--- src/rtl/rr_lock_arbiter.sv ---
// Output-port arbiter: picks one requester (round-robin or fixed priority) and
// locks the grant until the packet's tail is released or the requester withdraws.
module rr_lock_arbiter #(
    parameter int size    = 5,
    parameter bit RR_MODE = 1'b1,
    localparam int SEL_W  = (size > 1) ? $clog2(size) : 1
) (
    input  logic             i_clock,
    input  logic             i_reset,
    input  logic [size-1:0]  i_requests,
    input  logic             i_enable,
    input  logic             i_release,
    output logic             o_isOutputSelected,
    output logic [SEL_W-1:0] o_selectedOutput,
    output logic [size-1:0]  o_grant,
    output logic             o_dbg_state
);

    typedef enum logic {
        S_IDLE    = 1'b0,
        S_GRANTED = 1'b1
    } state_t;

    state_t             r_state;
    state_t             w_next_state;
    logic [SEL_W-1:0]   r_last;
    logic [SEL_W-1:0]   w_next_last;
    logic               r_valid;
    logic               w_next_valid;
    logic [SEL_W-1:0]   r_sel;
    logic [SEL_W-1:0]   w_next_sel;
    logic [size-1:0]    r_grant;
    logic [size-1:0]    w_next_grant;

    logic [SEL_W-1:0]   w_winner;
    logic               w_found;
    logic [SEL_W:0]     w_cand;
    logic [size-1:0]    w_onehot;

    // Candidate index is last+k folded once at size, so non-power-of-two
    // sizes never wrap at 2^SEL_W and never yield an index >= size.
    always_comb begin
        w_winner = '0;
        w_found  = 1'b0;
        w_cand   = '0;
        if (RR_MODE) begin
            for (int k = 1; k <= size; k++) begin
                w_cand = {1'b0, r_last} + (SEL_W+1)'(k);
                if (w_cand >= (SEL_W+1)'(size)) begin
                    w_cand = w_cand - (SEL_W+1)'(size);
                end
                if (!w_found && i_requests[w_cand[SEL_W-1:0]]) begin
                    w_found  = 1'b1;
                    w_winner = w_cand[SEL_W-1:0];
                end
            end
        end else begin
            for (int i = 0; i < size; i++) begin
                if (!w_found && i_requests[i]) begin
                    w_found  = 1'b1;
                    w_winner = SEL_W'(i);
                end
            end
        end
    end

    always_comb begin
        for (int i = 0; i < size; i++) begin
            w_onehot[i] = (w_winner == SEL_W'(i));
        end
    end

    always_comb begin
        w_next_state = r_state;
        w_next_last  = r_last;
        w_next_valid = r_valid;
        w_next_sel   = r_sel;
        w_next_grant = r_grant;
        case (r_state)
            S_IDLE: begin
                if (i_enable && w_found) begin
                    w_next_state = S_GRANTED;
                    w_next_valid = 1'b1;
                    w_next_sel   = w_winner;
                    w_next_grant = w_onehot;
                end else begin
                    w_next_valid = 1'b0;
                    w_next_sel   = '0;
                    w_next_grant = '0;
                end
            end
            S_GRANTED: begin
                // Leaving always passes through IDLE, so no same-edge re-grant.
                if (i_release || !i_requests[r_sel]) begin
                    w_next_state = S_IDLE;
                    w_next_last  = r_sel;
                    w_next_valid = 1'b0;
                    w_next_sel   = '0;
                    w_next_grant = '0;
                end
            end
            default: begin
                w_next_state = S_IDLE;
                w_next_valid = 1'b0;
                w_next_sel   = '0;
                w_next_grant = '0;
            end
        endcase
    end

    always_ff @(posedge i_clock or posedge i_reset) begin
        if (i_reset) begin
            r_state <= S_IDLE;
            r_last  <= SEL_W'(size - 1);
            r_valid <= 1'b0;
            r_sel   <= '0;
            r_grant <= '0;
        end else begin
            r_state <= w_next_state;
            r_last  <= w_next_last;
            r_valid <= w_next_valid;
            r_sel   <= w_next_sel;
            r_grant <= w_next_grant;
        end
    end

    assign o_isOutputSelected = r_valid;
    assign o_selectedOutput   = r_sel;
    assign o_grant            = r_grant;
    assign o_dbg_state        = (r_state == S_GRANTED);

endmodule

--- config.mk ---
export PLATFORM = sky130hd
export DESIGN_NAME = rr_lock_arbiter
export DESIGN_NICKNAME = d
export VERILOG_FILES = /design/src/rtl/rr_lock_arbiter.sv
export SDC_FILE = /design/constraint.sdc
export NUM_CORES = 1
export LEC_CHECK = 0
export ABC_AREA = 1
export ABC_CLOCK_PERIOD_IN_PS = 6050
export CORE_UTILIZATION = 55
export DETAILED_ROUTE_END_ITERATION = 7
export PLACE_DENSITY_LB_ADDON = 0.3
export SETUP_SLACK_MARGIN = 0.15
export SYNTH_ARGS = -nofsm -noshare
export SYNTH_HDL_FRONTEND = slang
export SYNTH_SLANG_ARGS = --single-unit
--- constraint.sdc ---
create_clock -name i_clock -period 6.05 [get_ports i_clock]
set_input_delay 1.21 -clock i_clock [delete_from_list [all_inputs] [get_ports i_clock]]
set_output_delay 1.21 -clock i_clock [all_outputs]
set_load 0.02 [all_outputs]
==> results of run 1 <==
-- state kept, by name, summed over array words and instances, names as in the netlist --
| signal | cells |
|---|---|
| o_selectedOutput | 3 |
| r_last | 3 |
| o_grant | 5 |
| o_isOutputSelected | 1 |
| o_dbg_state | 1 |
-- layout make-up --
| cell class | count | area, sq um | area share [%] |
|---|---|---|---|
| repair buffers | 18 | 180 | 10.1 |
| clock buffers | 4 | 26.3 | 1.48 |
| well taps | 30 | 37.5 | 2.11 |
| inverters | 35 | 134 | 7.54 |
| flip-flops and latches | 13 | 327 | 18.4 |
| multi-input cells | 204 | 1070 | 60.4 |
-- worst paths after layout --
kind | startpoint | endpoint | slack (ps)
setup / recovery | r_last[0]$_DFFE_PP0P_ | o_selectedOutput[2]$_DFFE_PP0P_ | 2770
hold / removal | o_grant[2]$_DFFE_PP0P_ | o_grant[2]$_DFFE_PP0P_ | 480
setup reg to reg | r_last[0]$_DFFE_PP0P_ | o_selectedOutput[2]$_DFFE_PP0P_ | 2770
hold reg to reg | o_grant[2]$_DFFE_PP0P_ | o_grant[2]$_DFFE_PP0P_ | 480
max in group asynchronous | i_reset | r_last[2]$_DFFE_PP1P_ | 4430
min in group asynchronous | i_reset | r_last[0]$_DFFE_PP0P_ | 1270
-- metal layers --
metal | share of wire [%] | wire length, um | track usage, % | vias to the layer above
met5 | 0 | 0 | 0 | -
met4 | 1.3 | 48 | 7.92 | 0
met3 | 2.7 | 97 | 1.09 | 7
met2 | 49 | 1760 | 51.0 | 35
met1 | 47 | 1720 | 34.2 | 716
li1 | - | - | - | 863
-- per-stage QoR --
stage	cell area [sq um]	setup WS, ps	utilization [%]
after floorplan	1550	3390	-
after global placement	1750	2790	68.2
after detailed placement	1750	2800	68.2
after CTS	1780	2820	69.2
after global routing	1780	2410	69.2
final	1780	2770	69.2
-- placed cells by master (no fill, tap or decap), types with 5 or more instances in the layout --
cell type and count:
o21ai_0 8, ha_1 10, a21oi_1 5, inv_1 29
nor2_1 7, nand3_2 6, dfrtp_1 12, clkdlybuf4s50_1 18
inv_2 5, nand2_2 9, nand2_1 96, nand3_1 42
-- critical path: stages (launching register included) --
cell,delay (ps)
dfrtp_1,830
inv_4,150
ha_1,250
ha_1,360
nand2_1,130
nand2_2,140
nand2_1,80
nand2_1,130
nand2_1,60
nand3_1,60
nand2_1,80
nand2_1,70
nand2_1,120
nor2_4,180
nand3_1,110
nand2_2,150
inv_1,70
nand2_1,110
o21ai_1,80
-- cells by family (layout without fill, tap and decap cells) --
kind of cell	after synthesis	after routing	share of synthesized area, %
AND/OR/NAND/NOR	168	168	50.0
buffers and inverters	37	57	9.62
AO/OA/AOI/OAI	24	24	9.38
flip-flops	13	13	21.1
adder cells (fa/ha/maj)	11	11	9.38
XOR/XNOR	1	1	0.566
==> flow_summary_export.csv, run 1 <==
group,metric,value,unit
run_status,status,"completed",
timing,worst_pin_slew,746,ps
global_route,antenna_found_initial,0,
cts,clock_path_buffers,2,
detailed_routing,num_vias,1621,
logic_synthesis,ys_ff_latch,13,
global_route,grt_max_degree,21,
logic_synthesis,syn_avg_cell_area,6.09,sq um
job,max_cap_violations,0,
cts,postCtsHoldBufs,0,
detailed_routing,drc,0,
global_route,grt_usage,27.5,%
layout,n_antenna_cell,0,
detailed_routing,wire_per_inst,11.9,um
layout,syn_to_final_growth,14.8,%
timing,period_share,54.1,%
logic_synthesis,synth_commonest_cells,"nand2_1 (96), nand3_1 (42), inv_1 (29)",
logic_synthesis,syn_area,1550,sq um
logic_synthesis,syn_nets,274,
cts,cts-buffers-inserted,3,
setup_path,crit_path_start_kind,"flip-flop",
detailed_routing,routed_wl,3.63,mm
worst_hold_path,hold_depth,2,
logic_synthesis,synth_cell_types,27,
timing,rsz0062_at_grt,"false",
floorplanning,rows,18,
timing,setup_viol,0,
setup_path,crit_type,"flip-flop to flip-flop",
logic_synthesis,synthFlopType,"dfrtp_1",
detailed_routing,drt-initial-drc-count,48,
cts,htreeDepth,1,
global_route,grt_pass1_vias,1446,
cts,path_clk_slew,80,ps
setup_path,arrival,3430,ps
place,place_congestion,0.945,
logic_synthesis,yosys.area.top_type_share,23.3,%
detailed_routing,postRouteAntennaNets,0,
layout,nets,295,
timing,setup_tns,0,ps
place,numPortBuffers,18,
place,dp.final_hpwl,2.99,mm
floorplanning,die-area,3030,sq um
global_route,overflow,0,
timing,fin_crit,3280,ps
logic_synthesis,yosys.area.top_type,"nand2_1",
global_route,grt_first_pass_wirelength,5.99,mm
timing,fin_skew,1.25,ps
cts,cts.repair.resized,0,
timing,holdWs,483,ps
floorplanning,die_h,55.0,um
detailed_routing,viasPerCell,5.33,
cts,clockRootBuffer,"clkbuf_4",
cts,post-cts-setup-buffers,0,
logic_synthesis,synthCells,254,
place,dp_cells,300,
floorplanning,core_area,2570,sq um
logic_synthesis,yosysSeqAreaShare,21.1,%
floorplanning,initial_core_util,60.3,%
timing,slew_headroom,50.3,%
logic_synthesis,synth.most_common_cell,"nand2_1",
layout,fin_cells,304,
setup_path,reg2reg_depth,18,
logic_synthesis,ys_warn_count,0,
detailed_routing,dr.pass1.iters,4,
cts,insertion_delay,270,ps
cts,cts_tree,"done",
setup_path,cp_max_fo,20,
worst_hold_path,hp-class,"flip-flop to flip-flop",
floorplanning,die_x,55.0,um
cts,cts.sinks,13,
timing,drv_slew,0,
setup_path,end_kind,"flip-flop",
floorplanning,io_pins,19,
timing,fmax,0.305,GHz
logic_synthesis,async_flop_share,100,%
layout,fillers,244,
timing,hold_violations,0,
logic_synthesis,synth-edff-count,0,
setup_path,required,6210,ps
layout,drive_gt1_share,10.9,%
logic_synthesis,synthTopCellsByArea,"nand2_1 (23%), dfrtp_1 (19%), nand3_1 (14%)",
Power of run 1 is left out: the tool's default activity adds up to more than one toggle a clock period on the data nets, which glitch-free logic cannot reach.
==> inputs of run 2 (changes only) <==
--- a/config.mk
+++ b/config.mk
@@ -6,7 +6,7 @@
 export NUM_CORES = 1
 export LEC_CHECK = 0
 export ABC_AREA = 1
-export ABC_CLOCK_PERIOD_IN_PS = 6050
+export ABC_CLOCK_PERIOD_IN_PS = 3180
 export CORE_UTILIZATION = 55
 export DETAILED_ROUTE_END_ITERATION = 7
 export PLACE_DENSITY_LB_ADDON = 0.3
==> constraint.sdc (replaced) <==
create_clock -name i_clock -period 3.18 [get_ports i_clock]
set_input_delay 0.636 -clock i_clock [delete_from_list [all_inputs] [get_ports i_clock]]
set_output_delay 0.636 -clock i_clock [all_outputs]
set_load 0.02 [all_outputs]
==> run 2 against run 1 <==
Net effect:
- via count up 5.4%
- global-route usage rose by 1.6 points
- first-iteration DRC count grew 27%
- setup slack lost 2300 ps
- register-to-register slack worse by 2300 ps
- die area stayed put
- fmax is 21% higher
- flip-flop and latch count did not move
- core utilization grew 1.5 points
- critical path type unchanged
- critical endpoint is now o_grant[1]$_DFFE_PP0P_
- largest cell class unchanged
- highest routed layer unchanged
==> flow_summary_export.csv, run 2 (synthesized netlist as in run 1, its figures left out) <==
group,metric,value,unit
run_status,status,"completed",
global_route,met2_usage,48.6,%
detailed_routing,postRouteAntennaNets,0,
layout,nets,299,
timing,slew_headroom,68.2,%
floorplanning,initial_core_util,60.3,%
setup_path,r2r-start,"r_last[0]$_DFFE_PP0P_",
cts,cts-buffers-inserted,3,
job,max_cap_violations,0,
timing,rsz0062_at_grt,"false",
timing,worst_pin_slew,477,ps
place,dp_cells,301,
detailed_routing,wire_per_inst,12.3,um
place,numPortBuffers,18,
setup_path,critPathMaxStageDelay,410,ps
global_route,antenna_found_initial,0,
cts,path_clk_slew,80,ps
cts,clock_path_buffers,2,
layout,final_util,70.7,%
layout,multi_input_area,1080,sq um
layout,fillers,211,
global_route,grt_first_pass_wirelength,6.35,mm
timing,setup_tns,0,ps
timing,fin_crit,2720,ps
cts,insertion_delay,280,ps
worst_hold_path,hp-class,"flip-flop to flip-flop",
layout,n_antenna_cell,0,
setup_path,reg2reg_slack,460,ps
setup_path,required,3360,ps
global_route,grt_max_degree,20,
timing,fmax,0.368,GHz
floorplanning,die_h,55.0,um
setup_path,crit_path_start_kind,"flip-flop",
place,dp.final_hpwl,2.95,mm
timing,period_share,85.4,%
floorplanning,die_x,55.0,um
floorplanning,core_area,2570,sq um
floorplanning,rows,18,
timing,fin_skew,3.39,ps
setup_path,reg2reg_depth,20,
setup_path,end_kind,"flip-flop",
layout,syn_to_final_growth,17.3,%
layout,fin_cells,308,
global_route,busiest_layer,"met2",
global_route,overflow,0,
setup_path,timing.rr.end,"o_grant[1]$_DFFE_PP0P_",
worst_hold_path,hold_depth,2,
worst_hold_path,hold_end,"o_grant[0]$_DFFE_PP0P_",
layout,seqCellArea,328,sq um
timing,setup_viol,0,
setup_path,cp_max_fo,10,
layout,final_common_cell,"nand2_1",
detailed_routing,drc,0,
timing,drv_slew,0,
cts,clockRootBuffer,"clkbuf_4",
timing,hold_violations,0,
detailed_routing,num_vias,1709,
setup_path,cp_slowest_cell,"dfrtp_1",
cts,htreeDepth,1,
cts,cts_tree,"done",
detailed_routing,viasPerCell,5.55,
floorplanning,io_pins,19,
global_route,grt_usage,29.1,%
setup_path,arrival,2890,ps
global_route,grt_pass1_vias,1525,
layout,largest_register_ffs,5,
setup_path,cpLargestDelayFamily,"simple AND/OR/NAND/NOR gates",
place,place_congestion,0.912,
layout,final_cell_mix,"nand2_1 (94), nand3_1 (42), inv_1 (27)",
setup_path,crit_chain,"inv_4 -> ha_1 -> inv_1 -> fa_1 -> inv_2 -> nand2_1 -> nand3_1 -> nand2_2 -> nand2_1 -> nand3_1 -> nand3_1 -> nand2_2 -> nor2_2 -> nand3_1 -> nand2_1 -> nand3_2 -> nand2_2 -> inv_2 -> nand3_1 -> nand2_1",
cts,cts.sinks,13,
setup_path,crit_top_cell,"nand3_1",
global_route,grt.met1_usage,37.0,%
worst_hold_path,hold_path_startpoint,"o_grant[0]$_DFFE_PP0P_",
floorplanning,die-area,3030,sq um
detailed_routing,dr.pass1.iters,5,
global_route,use_met3,2.73,%
detailed_routing,drt-initial-drc-count,61,
layout,drive_gt1_share,14.4,%
setup_path,worst-path-buf-inv,4,
setup_path,crit_type,"flip-flop to flip-flop",
detailed_routing,routed_wl,3.80,mm
==> run 2: layout make-up <==
cell class	instances	area share (%)
timing repair buffer	22	11.6
clock buffer	4	1.45
tap	30	2.07
multi-input combinational	204	59.5
inverter	35	7.37
sequential	13	18.1
==> run 2: worst max-delay path by stage <==
stage / from / end / slack (ps) / depth (start not counted)
floorplan: r_last[0]$_DFFE_PP0P_ / o_grant[0]$_DFFE_PP0P_ / 520 / 23
global placement: r_last[1]$_DFFE_PP0P_ / o_grant[1]$_DFFE_PP0P_ / 390 / 19
detailed placement: r_last[1]$_DFFE_PP0P_ / o_grant[1]$_DFFE_PP0P_ / 350 / 19
CTS: r_last[1]$_DFFE_PP0P_ / o_grant[1]$_DFFE_PP0P_ / 320 / 19
global route: r_last[0]$_DFFE_PP0P_ / o_grant[1]$_DFFE_PP0P_ / 170 / 22
finish: r_last[0]$_DFFE_PP0P_ / o_grant[1]$_DFFE_PP0P_ / 460 / 20
==> run 2: through the flow <==
step,area [sq um],setup slack (ps),hold WS (ps)
after floorplan,1550,524,512
after global placement,1760,390,463
after detailed placement,1760,348,470
after CTS,1780,321,487
after global routing,1820,169,514
final,1820,463,484
==> run 2: repair_timing <==
| action | 4_1_cts | 5_1_grt |
|---|---|---|
| buffers inserted | 0 | 3 |
| setup endpoints to repair | 0 | 8 |
| gates resized for setup | 0 | 6 |
| hold buffers | 0 | 0 |
==> run 2: worst min-delay path: stages (launching register included) <==
cell	delay (ps)
dfrtp_1	350
nand2_1	50
nand2_1	50
==> run 2: layer usage <==
layer	wire length, um	vias up
met3	308	9
met2	1750	79
met1	1660	749
met5	0	-
met4	87	0
li1	-	872
Power of run 2 is left out for the same reason.
==> inputs of run 3 (changes only) <==
--- a/config.mk
+++ b/config.mk
@@ -7,7 +7,7 @@
 export LEC_CHECK = 0
 export ABC_AREA = 1
 export ABC_CLOCK_PERIOD_IN_PS = 3180
-export CORE_UTILIZATION = 55
+export CORE_UTILIZATION = 56
 export DETAILED_ROUTE_END_ITERATION = 7
 export PLACE_DENSITY_LB_ADDON = 0.3
 export SETUP_SLACK_MARGIN = 0.15
==> run 3 against run 2 <==
Net effect:
- core utilization is 3.0 points higher
- routed wire length is 11% higher
- hold slack better by 6.7 ps
- via count is 3.3% higher
- setup slack worse by 70 ps
- clock-buffer cell count stayed put
- critical path type unchanged
==> flow_summary_export.csv, run 3 (synthesized netlist as in run 1, its figures left out) <==
group,metric,value,unit
setup_path,arrival,2960,ps
place,dp.final_hpwl,3.13,mm
timing,rsz0062_at_grt,"false",
detailed_routing,viasPerCell,5.60,
cts,cts.sinks,13,
floorplanning,io_pins,19,
setup_path,end_kind,"flip-flop",
job,max_cap_violations,0,
floorplanning,die_x,54.6,um
detailed_routing,postRouteAntennaNets,0,
timing,hold_violations,0,
timing,fin_skew,0.760,ps
global_route,grt_pass1_vias,1625,
setup_path,worstSetupStartpoint,"r_last[1]$_DFFE_PP0P_",
cts,path_clk_slew,80,ps
place,numPortBuffers,18,
timing,setup_tns,0,ps
layout,drive_gt1_share,16.5,%
floorplanning,rows,18,
setup_path,reg2reg_slack,390,ps
global_route,antenna_found_initial,0,
place,place_congestion,0.974,
cts,cts_tree,"done",
detailed_routing,wire_per_inst,13.4,um
floorplanning,initial_core_util,60.8,%
cts,clock_path_buffers,2,
layout,largest_register_ffs,5,
detailed_routing,drc,0,
timing,worst_pin_slew,481,ps
setup_path,cp_max_fo,7,
timing,fin_crit,2790,ps
cts,htreeDepth,1,
timing,period_share,87.6,%
detailed_routing,dr.pass1.iters,4,
layout,nets,306,
cts,cts-buffers-inserted,3,
setup_path,crit_type,"flip-flop to flip-flop",
worst_hold_path,hold_path_startpoint,"o_grant[2]$_DFFE_PP0P_",
timing,drv_slew,0,
layout,final_cell_mix,"nand2_1 (95), nand3_1 (41), inv_1 (27)",
cts,insertion_delay,280,ps
global_route,grt_usage,32.1,%
timing,setup_viol,0,
setup_path,r2r-start,"r_last[1]$_DFFE_PP0P_",
floorplanning,die_h,54.6,um
global_route,overflow,0,
global_route,grt_max_degree,20,
worst_hold_path,hp-class,"flip-flop to flip-flop",
run_status,status,"completed",
cts,postCtsHoldBufs,0,
floorplanning,die-area,2980,sq um
detailed_routing,routed_wl,4.22,mm
floorplanning,core_area,2540,sq um
global_route,grt_first_pass_wirelength,6.84,mm
cts,clockRootBuffer,"clkbuf_4",
detailed_routing,num_vias,1765,
setup_path,crit_path_start_kind,"flip-flop",
setup_path,required,3350,ps
timing,fmax,0.359,GHz
layout,final_common_cell,"nand2_1",
detailed_routing,drt-initial-drc-count,57,
layout,n_antenna_cell,0,
layout,syn_to_final_growth,21.2,%
timing,slew_headroom,67.9,%
==> run 3: cell types whose count changed in the layout (fill, tap and decap cells not counted), sizes merged <==
cell  delta
buf      +7
==> run 3: worst paths after layout <==
kind	depth (start not counted)	end
setup / recovery	20	o_grant[1]$_DFFE_PP0P_
min in group asynchronous	2	o_grant[2]$_DFFE_PP0P_
hold reg to reg	2	o_grant[2]$_DFFE_PP0P_
hold / removal	2	o_grant[2]$_DFFE_PP0P_
setup reg to reg	20	o_grant[1]$_DFFE_PP0P_
max in group asynchronous	2	r_last[1]$_DFFE_PP0P_
==> run 3: area by class of cell <==
| class | count | area (sq um) |
|---|---|---|
| Timing Repair Buffer | 29 | 263 |
| Inverter | 35 | 134 |
| Tap cell | 30 | 37.5 |
| Clock buffer | 4 | 26.3 |
| Sequential cell | 13 | 328 |
| Fill cell | 219 | 669 |
| Multi-Input combinational cell | 204 | 1090 |
==> run 3: repair_timing <==
action                                  in CTS  in global routing
gates resized for setup                      0                  7
endpoints found under the setup margin       0                  9
hold endpoints to repair                     0                  0
setup buffers                                0                 10
==> run 3: worst max-delay path, cell delays in order (launching register included) <==
cell and delay [ps]:
dfrtp_2 470, inv_2 140, ha_1 300, inv_1 230, nand2_1 150, nand2_2 110
inv_1 90, nand2_1 70, o21ai_0 70, nand3_1 90, nand2_1 60, nand2_1 50
nand2_1 120, nor2_4 210, nand3_2 110, inv_2 80, nand2_2 60, nand2_2 100
inv_2 40, nand3_1 70, nand2_1 60
==> run 3: through the flow <==
stage | worst slack [ps] | std cells | hold slack, ps | util, % | instance area (sq um)
after floorplan | 524 | 254 | 512 | - | 1550
final | 393 | 315 | 490 | 73.7 | 1880
after detailed placement | 263 | 301 | 465 | 69.1 | 1760
after global placement | 350 | 301 | 463 | 69.1 | 1760
after CTS | 232 | 305 | 490 | 70.1 | 1780
after global routing | 123 | 315 | 516 | 73.7 | 1880
==> run 3: routing by layer <==
metal | up-vias | track usage, % | wire, um
met4 | 0 | 8.55 | 59
li1 | 884 | - | -
met2 | 64 | 61.4 | 2110
met3 | 9 | 2.78 | 257
met1 | 808 | 37.6 | 1800
met5 | - | 0 | 0
Power of run 3 is left out for the same reason.
